## src/rtl/mux_rr_scheduler_pkg.sv

```systemverilog
// Shared types and constants for the round-robin mux scheduler and its picker.
// The FSM state encoding, channel count and arbitration reset point live here.
package mux_sched_pkg;

    typedef enum logic [1:0] {
        IDLE   = 2'd0,
        SETTLE = 2'd1,
        OUTPUT = 2'd2
    } state_t;

    localparam int N_CH  = 4;
    localparam int SEL_W = 2;

    // Reset to the last channel so that channel 0 is searched first.
    localparam logic [SEL_W-1:0] LAST_GRANT_RST = 2'd3;

endpackage : mux_sched_pkg

```

## src/rtl/mux_rr_scheduler_if.sv

```systemverilog
// Request, mux-select and output-handshake bundle between the scheduler and its surroundings.
// The master side is the scheduler; the slave side is the mux, the requesters and the consumer.
interface mux_rr_scheduler_if #(
    parameter int WIDTH = 4
);
    logic [3:0]       req;
    logic [1:0]       sel;
    logic [WIDTH-1:0] mux_out;
    logic [3:0]       ack;
    logic [WIDTH-1:0] dout;
    logic [1:0]       dout_ch;
    logic             dout_valid;
    logic             dout_ready;
    logic             busy;

    modport master (
        input  req,
        input  mux_out,
        input  dout_ready,
        output sel,
        output ack,
        output dout,
        output dout_ch,
        output dout_valid,
        output busy
    );

    modport slave (
        output req,
        output mux_out,
        output dout_ready,
        input  sel,
        input  ack,
        input  dout,
        input  dout_ch,
        input  dout_valid,
        input  busy
    );

endinterface : mux_rr_scheduler_if

```

## src/rtl/mux_rr_scheduler_rr_pick.sv

```systemverilog
// Combinational round-robin picker: searches last_grant+1, +2, +3, +0 (mod 4)
// and returns the first requesting channel.
module rr_pick
    import mux_sched_pkg::*;
(
    input  logic [N_CH-1:0]  req,
    input  logic [SEL_W-1:0] last_grant,
    output logic [SEL_W-1:0] winner,
    output logic             any_req
);

    logic [N_CH-1:0]  w_rot;
    logic [SEL_W-1:0] w_off;

    // w_rot[k] is the request of the channel k+1 places after last_grant.
    generate
        for (genvar gi = 0; gi < N_CH; gi++) begin : g_rot
            logic [SEL_W-1:0] w_idx;
            assign w_idx      = last_grant + SEL_W'(gi + 1);
            assign w_rot[gi]  = req[w_idx];
        end
    endgenerate

    always_comb begin
        w_off = '0;
        for (int k = N_CH - 1; k >= 0; k--) begin
            if (w_rot[k]) begin
                w_off = SEL_W'(k);
            end
        end
    end

    assign winner  = last_grant + SEL_W'(1) + w_off;
    assign any_req = |req;

endmodule : rr_pick

```

## src/rtl/mux_rr_scheduler.sv

```systemverilog
// Round-robin scheduler driving the select of an external 4:1 mux and capturing
// the selected data, with its channel ID, into a valid/ready output register.
module mux_rr_scheduler
    import mux_sched_pkg::*;
#(
    parameter int WIDTH = 4,
    parameter int N_CH  = 4
) (
    input  logic                clk,
    input  logic                rst_n,
    mux_rr_scheduler_if.master  bus
);

    state_t           r_state;
    logic [SEL_W-1:0] r_sel;
    logic [SEL_W-1:0] r_last_grant;
    logic [SEL_W-1:0] r_dout_ch;
    logic [WIDTH-1:0] r_dout;
    logic [N_CH-1:0]  r_ack;
    logic             r_dout_valid;

    logic [SEL_W-1:0] w_winner;
    logic             w_any_req;
    logic [N_CH-1:0]  w_sel_onehot;

    rr_pick u_rr_pick (
        .req        (bus.req),
        .last_grant (r_last_grant),
        .winner     (w_winner),
        .any_req    (w_any_req)
    );

    generate
        for (genvar gi = 0; gi < N_CH; gi++) begin : g_onehot
            assign w_sel_onehot[gi] = (r_sel == SEL_W'(gi));
        end
    endgenerate

    // ack is a single-cycle pulse: cleared every cycle unless set on SETTLE exit.
    always_ff @(posedge clk or negedge rst_n) begin
        if (!rst_n) begin
            r_state      <= IDLE;
            r_sel        <= '0;
            r_last_grant <= LAST_GRANT_RST;
            r_dout_ch    <= '0;
            r_dout       <= '0;
            r_ack        <= '0;
            r_dout_valid <= 1'b0;
        end else begin
            r_ack <= '0;
            case (r_state)
                IDLE: begin
                    if (w_any_req) begin
                        r_sel   <= w_winner;
                        r_state <= SETTLE;
                    end
                end
                SETTLE: begin
                    r_dout       <= bus.mux_out;
                    r_dout_ch    <= r_sel;
                    r_dout_valid <= 1'b1;
                    r_ack        <= w_sel_onehot;
                    r_last_grant <= r_sel;
                    r_state      <= OUTPUT;
                end
                OUTPUT: begin
                    if (bus.dout_ready) begin
                        r_dout_valid <= 1'b0;
                        r_state      <= IDLE;
                    end
                end
                default: begin
                    r_dout_valid <= 1'b0;
                    r_state      <= IDLE;
                end
            endcase
        end
    end

    assign bus.sel        = r_sel;
    assign bus.ack        = r_ack;
    assign bus.dout       = r_dout;
    assign bus.dout_ch    = r_dout_ch;
    assign bus.dout_valid = r_dout_valid;
    assign bus.busy       = (r_state != IDLE);

endmodule : mux_rr_scheduler

```

## src/flat_wrapper.sv

```systemverilog
// flat-port wrapper written by rule: the top's interface ports become plain ports
module mux_rr_scheduler_flat import mux_sched_pkg::*;
#(
    parameter int WIDTH = 4,
    parameter int N_CH  = 4
)
  (clk, rst_n, bus_req, bus_mux_out, bus_dout_ready, bus_sel, bus_ack, bus_dout, bus_dout_ch, bus_dout_valid, bus_busy);
  mux_rr_scheduler_if #(.WIDTH(WIDTH)) bus_i ();
  input  logic clk;
  input  logic rst_n;
  input wire logic [$bits(bus_i.req)-1:0] bus_req;
  input wire logic [$bits(bus_i.mux_out)-1:0] bus_mux_out;
  input wire logic [$bits(bus_i.dout_ready)-1:0] bus_dout_ready;
  output wire logic [$bits(bus_i.sel)-1:0] bus_sel;
  output wire logic [$bits(bus_i.ack)-1:0] bus_ack;
  output wire logic [$bits(bus_i.dout)-1:0] bus_dout;
  output wire logic [$bits(bus_i.dout_ch)-1:0] bus_dout_ch;
  output wire logic [$bits(bus_i.dout_valid)-1:0] bus_dout_valid;
  output wire logic [$bits(bus_i.busy)-1:0] bus_busy;
  assign bus_i.req = bus_req;
  assign bus_i.mux_out = bus_mux_out;
  assign bus_i.dout_ready = bus_dout_ready;
  assign bus_sel = bus_i.sel;
  assign bus_ack = bus_i.ack;
  assign bus_dout = bus_i.dout;
  assign bus_dout_ch = bus_i.dout_ch;
  assign bus_dout_valid = bus_i.dout_valid;
  assign bus_busy = bus_i.busy;
  mux_rr_scheduler #(.WIDTH(WIDTH), .N_CH(N_CH)) u_core (.clk(clk), .rst_n(rst_n), .bus(bus_i));
endmodule
```

## config.mk

```make
export PLATFORM = sky130hd
export DESIGN_NAME = mux_rr_scheduler_flat
export DESIGN_NICKNAME = d
export VERILOG_FILES = /design/src/rtl/mux_rr_scheduler_pkg.sv /design/src/rtl/mux_rr_scheduler_if.sv /design/src/rtl/mux_rr_scheduler_rr_pick.sv /design/src/rtl/mux_rr_scheduler.sv /design/src/flat_wrapper.sv
export SDC_FILE = /design/constraint.sdc
export NUM_CORES = 1
export LEC_CHECK = 0
export CAP_MARGIN = 20
export CORE_UTILIZATION = 47
export CTS_BUF_LIST = sky130_fd_sc_hd__clkbuf_8
export CTS_CLUSTER_SIZE = 16
export DETAILED_ROUTE_END_ITERATION = 10
export PLACE_DENSITY_LB_ADDON = 0.2
export SETUP_SLACK_MARGIN = 0.3
export SYNTH_ARGS = -nofsm -noshare
export SYNTH_HDL_FRONTEND = slang
export SYNTH_SLANG_ARGS = --single-unit
```

## constraint.sdc

```tcl
create_clock -name clk -period 2.2 [get_ports clk]
set_input_delay 0.44 -clock clk [delete_from_list [all_inputs] [get_ports clk]]
set_output_delay 0.44 -clock clk [all_outputs]
set_load 0.05 [all_outputs]
```

# Word level (Yosys, flattened, before mapping)
# Index checks and enable logic that the tools add are counted.
totals:
  ff_bits: 17
  input_bits: 11
  out_inout_bits: 14
  word_cells: 48
op_classes:
  add_sub_neg: 4
  n_lt_le_gt_ge: 4
  eq_ne: 7
  n_mux: 18
  bitwise: 1
  n_reduce_logical: 7
ops:
  columns: ["operator", "n"]
  rows:
  - ["< comparator 2 x 3 -> 1 bit (second input constant)", 4]
  - ["two-way mux 2 bit", 6]
  - ["binary-select mux 1 bit (select 2 bit)", 4]
  - ["equality test 2 bit (second input constant)", 3]
  - ["one-hot mux 2 bit (3 select lines)", 1]
  - ["AND reduction 2 bit", 3]
  - ["two-way mux 1 bit", 5]
  - ["adder 2 bit (second input constant)", 2]
  - ["equality test 2 x 1 -> 1 bit (second input constant)", 2]
  - ["logical NOT 2 bit", 2]
  - ["two-way mux 4 bit", 1]
  - ["!= test 2 bit (second input constant)", 2]
  - ["OR reduction 4 bit", 1]
  - ["one-hot mux 1 bit (3 select lines)", 1]
  - ["adder 2 x 1 -> 2 bit (second input constant)", 1]
  - ["adder 2 bit", 1]
  - ["nonzero test 2 bit", 1]
  - ["inverter 1 bit", 1]

# Depth between registers and ports, before layout
depth:
  depth_word: 7
  ltp_mapped: 10
  ltp_nobuf: 9

# Modules after synthesis
# Synthesis repeated with hierarchy kept, for this count alone.
unflattened:
  hier_cells: 67
  hier_area_um2: 869.6
by_module_without_submodules:
  columns: ["mod", "n_inst", "cells_each", "area_per_inst_um2", "seq_area_each_um2"]
  rows:
  - ["mux_rr_scheduler", 1, 41, 675.6, 427.9]
  - ["rr_pick", 1, 26, 193.9, 0.0]

# Worst setup path after synthesis
# OpenSTA, ideal clock, no wires.
synth_path:
  kind: "reg-to-reg"
  startpoint: "register u_core.r_last_grant[1]"
  endpoint: "register u_core.r_sel[1], in the netlist u_core.bus.sel[1]"
  setup_ns: 0.139
  t_arrival_ns: 1.850
  required_time_ns: 2.061
  path_slack_ns: 0.210
  path_stages_with_launch: 11
  n_path_buf: 1
  synth_period_minus_slack_ns: 1.990
  cell_sequence: "dfstp_2 -> buf_2 -> nand2_1 -> a21oi_1 -> o21ai_0 -> o21a_1 -> ha_1 -> xnor2_1 -> xnor2_1 -> and4_4 -> o31ai_2"
synth_between:
  elab_chain_len: 7
  elab_cells_between_ends: 16
  cone_classes: "4 x add/sub; 12 x mux"
synth_rtl:
  columns: ["element", "line", "source"]
  rows:
  - ["start: declaration", "mux_rr_scheduler.sv:16", "logic [SEL_W-1:0] r_last_grant;"]
  - ["start signal: assignment", "mux_rr_scheduler.sv:63", "r_last_grant <= r_sel;"]
  - ["adder 2 bit / binary-select mux 1 bit (select 2 bit) (equally long branches)", "mux_rr_scheduler_rr_pick.sv:19, mux_rr_scheduler_rr_pick.sv:20", null]
  - ["binary-select mux 1 bit (select 2 bit) / two-way mux 1 bit (equally long branches)", "mux_rr_scheduler_rr_pick.sv:20", "assign w_rot[gi] = req[w_idx];"]
  - ["two-way mux 1 bit (implied by the code) / two-way mux 2 bit (equally long branches)", "mux_rr_scheduler_rr_pick.sv:20, mux_rr_scheduler_rr_pick.sv:27", null]
  - ["two-way mux 2 bit (3 in a row)", "mux_rr_scheduler_rr_pick.sv:27", "if (w_rot[k]) begin"]
  - ["adder 2 bit (*)", "mux_rr_scheduler_rr_pick.sv:33", "assign winner = last_grant + SEL_W'(1) + w_off;"]
  - ["end signal: assignment", "mux_rr_scheduler.sv:54", "r_sel <= w_winner;"]
  - ["end: declaration", "mux_rr_scheduler.sv:15", "logic [SEL_W-1:0] r_sel;"]
# Every way passes the cells marked *; elsewhere a longest branch is shown, timed or not. The select of a mux whose other input is x is not followed.
# A chain may end at the register's enable or synchronous reset.

# Final worst setup path
layout_path:
  startpoint: "input port bus_req[1]"
  endpoint: "register u_core.r_sel[1], in the netlist u_core.bus.sel[1]"
layout_between:
  elab_chain_len: 7
  elab_cells_between_ends: 15
  cone_classes: "1 x add/sub; 12 x mux; 2 x reduce/logical"
layout_rtl:
  columns: ["element", "line", "source"]
  rows:
  - ["start: declaration", "flat_wrapper.sv:11", "input wire logic [$bits(bus_i.req)-1:0] bus_req;"]
  - ["binary-select mux 1 bit (select 2 bit)", "mux_rr_scheduler_rr_pick.sv:20", null]
  - ["two-way mux 1 bit (implied by the code)", "mux_rr_scheduler_rr_pick.sv:20", null]
  - ["two-way mux 2 bit (4 in a row)", "mux_rr_scheduler_rr_pick.sv:27", null]
  - ["adder 2 bit", "mux_rr_scheduler_rr_pick.sv:33", null]
# Several ways; a longest one is shown, not always the timed one. The select of a mux whose other input is x is not followed.

==> results <==
## sequential cells by signal (all words and copies together), names as in the netlist
| name | cells |
|---|---|
| u_core.r_state | 2 |
| u_core.bus.sel | 2 |
| u_core.r_last_grant | 2 |
| u_core.bus.dout_ch | 2 |
| u_core.bus.ack | 4 |
| u_core.bus.dout | 4 |
| u_core.bus.dout_valid | 1 |
## power by group
part           internal (mW)  switching [mW]  total, mW
Combinational          0.455           0.704       1.16
Sequential             0.465           0.113      0.578
Clock                  0.125           0.101      0.227
## stage by stage
| step | setup slack [ps] | instance area [sq um] | std cells |
|---|---|---|---|
| 2_1_floorplan | 286 | 841 | 85 |
| 3_3_place_gp | -168 | 1120 | 128 |
| 3_5_place_dp | -223 | 1120 | 128 |
| 4_1_cts | 149 | 1160 | 132 |
| 5_1_grt | 175 | 1190 | 134 |
| 6_report | 256 | 1190 | 134 |
## layer usage
metal / global-route usage (%) / vias to the layer above / routed length (um)
met4: 7.27 / 0 / 0
met5: 0 / - / 0
li1: - / 350 / -
met1: 22.9 / 335 / 694
met2: 29.3 / 22 / 819
met3: 6.25 / 0 / 78
## worst paths after layout
| kind | start | to | slack (ps) | cells after the start |
|---|---|---|---|---|
| setup / recovery | bus_req[1] | u_core.bus.sel[1] | 260 | 10 |
| min in group asynchronous | rst_n | u_core.bus.sel[1] | 510 | 2 |
| setup reg to reg | u_core.r_last_grant[1] | u_core.bus.sel[1] | 290 | 9 |
| hold reg to reg | u_core.bus.dout[2] | u_core.bus.dout[2] | 480 | 2 |
| max in group asynchronous | rst_n | u_core.r_last_grant[1] | 1440 | 2 |
| hold / removal | u_core.bus.dout[2] | u_core.bus.dout[2] | 480 | 2 |
## cells in the mapped netlist (all sizes together)
| cell | instances |
|---|---|
| buf | 2 |
| nor3b | 3 |
| o41ai | 1 |
| nor2b | 4 |
| nor3 | 2 |
| o221ai | 1 |
| ha | 1 |
| a31oi | 1 |
| mux2i | 1 |
| o21a | 2 |
| clkbuf | 2 |
| mux2 | 1 |
| xnor2 | 2 |
| nor2 | 3 |
| dfstp | 2 |
| nand3b | 1 |
| nand2b | 1 |
| inv | 3 |
| nand2 | 25 |
| and2b | 1 |
| o21ai | 5 |
| a21oi | 2 |
| or4b | 1 |
| and3 | 1 |
| and4 | 1 |
| dfrtp | 15 |
| o31ai | 1 |
## timing repair
| action | CTS | global route |
|---|---|---|
| endpoints found under the setup margin | 5 | 2 |
| setup buffers | 0 | 2 |
| endpoints found under the hold margin | 0 | 0 |
| hold buffers | 0 | 0 |
| pin swaps | 0 | 3 |
| gates resized for setup | 4 | 2 |
## area by class of cell
type                       instances  area, sq um  share of cell area, %
clock buffer                       3         41.3                   3.47
clock inverter                     1         5.00                  0.421
inverter                           3         11.3                  0.946
multi-input combinational         61          379                   31.9
sequential                        17          428                   36.0
tap                               16         20.0                   1.68
timing repair buffer              33          305                   25.7
## tightest hold or removal path, delay by kind of cell, from the launching register on
| family | cells | cell delay, ps |
|---|---|---|
| DFF | 1 | 340 |
| and+or+nand+nor | 2 | 110 |
## cells by family after synthesis
family / after synthesis / synth area share, %
flip-flops: 17 / 51.9
AND/OR/NAND/NOR: 43 / 26.3
XOR/XNOR: 2 / 2.12
buffers and inverters: 7 / 4.25
adder cells (fa/ha/maj): 1 / 1.52
AO/OA/AOI/OAI: 13 / 11.4
multiplexers: 2 / 2.58
==> flow_summary.json <==
{
  "status": "finished, violations left",
  "violations": "DRC",
  "grt_use_total_pct": 18.3,
  "crit_top_cell": "xnor2_2",
  "cts_buffer_depth": 2,
  "core_sq_um": 1580,
  "root_buffer": "clkbuf_8",
  "p_total_mw": 1.96,
  "powerDensity_nw_per_um2": 1650,
  "antenna_found_initial": 0,
  "worstMarginPinSlew_ps": 529,
  "start_util_pct": 52.3,
  "final_common_cell": "nand2_1",
  "crit_required_ps": 2340,
  "drt-total-wl_mm": 1.59,
  "wl_per_cell_um": 11.9,
  "grt_pass1_vias": 600,
  "final_cell_mix": "nand2_1, clkdlybuf4s50_1, dfrtp_1",
  "slowest_stage": "clkdlybuf4s50_1",
  "gp_congestion": 0.761,
  "dr.pass1.iters": 7,
  "area_delta_synth_final_pct": 44.3,
  "holdWs_ps": 476,
  "chipWidth_um": 43.9,
  "clk_pin_slew_ps": 60,
  "crit_fanout": 2,
  "cp_num_buf_inv": 1,
  "final_nets": 131,
  "worstHoldPathType": "reg -> reg",
  "yosysSeqAreaShare_pct": 51.9,
  "numPortBuffers": 24,
  "viasPerCell": 5.28,
  "ir_worst_vdd_uv": 1090,
  "cts_htree_levels": 1,
  "die_height_um": 43.9,
  "grt_pass1_wl_mm": 2.53,
  "syn-mean-instance-area_sq_um": 9.70,
  "min_period_ps": 1940,
  "path_class": "in -> reg",
  "drive_gt1_share_pct": 19.5,
  "synth_nets": 97,
  "rsz0062_at_grt": "yes",
  "finalSetupViolations": 0,
  "cp-start-kind": "input pin",
  "numCtsBuffers": 3,
  "synthCells": 85,
  "drv_slew": 0,
  "fin_setup_tns_ps": 0,
  "fin_crit_sh_pct": 88.3,
  "antenna-diode-count": 0,
  "syn_area_sq_um": 825,
  "io_pins": 25,
  "yosysTopAreaCell": "dfrtp_1",
  "num_vias": 707,
  "ys_top_cells_by_area": "dfrtp_1, nand2_1, dfstp_2",
  "slowest_delay_ps": 410,
  "grt_max_degree": 18,
  "p_leak_nw": 0.566,
  "final_util_pct": 75.5,
  "crit_chain": "clkdlybuf4s50_1 -> nor2b_1 -> a21oi_1 -> o21ai_1 -> o21a_1 -> ha_2 -> xnor2_2 -> xnor2_2 -> and4_4 -> o31ai_2",
  "skew_ps": 2.61,
  "grt.overflow.total": 0,
  "max_freq_mhz": 515,
  "cp-end-kind": "flip-flop",
  "yosysTopAreaCellShare_pct": 45.5,
  "crit_family": "buffers and inverters",
  "cts_sinks": 17,
  "maxCapViolCount": 0,
  "drt_iter0_drc": 12,
  "cp_data_arrival_time_ps": 2080,
  "nFillCells": 114,
  "slew_headroom_pct": 64.6,
  "drc": 2,
  "yosys_warnings": 0,
  "hpwlAfterDp_mm": 1.18,
  "cts_tree": "built",
  "final-hold-violation-count": 0,
  "fp-row-count": 14,
  "ys_types": 29,
  "yosys_register_bits": 17,
  "drtAntennaViolNets": 0,
  "clk_latency_ps": 250,
  "die_area_sq_um": 1930
}
Power figures use the tool's default switching activity.
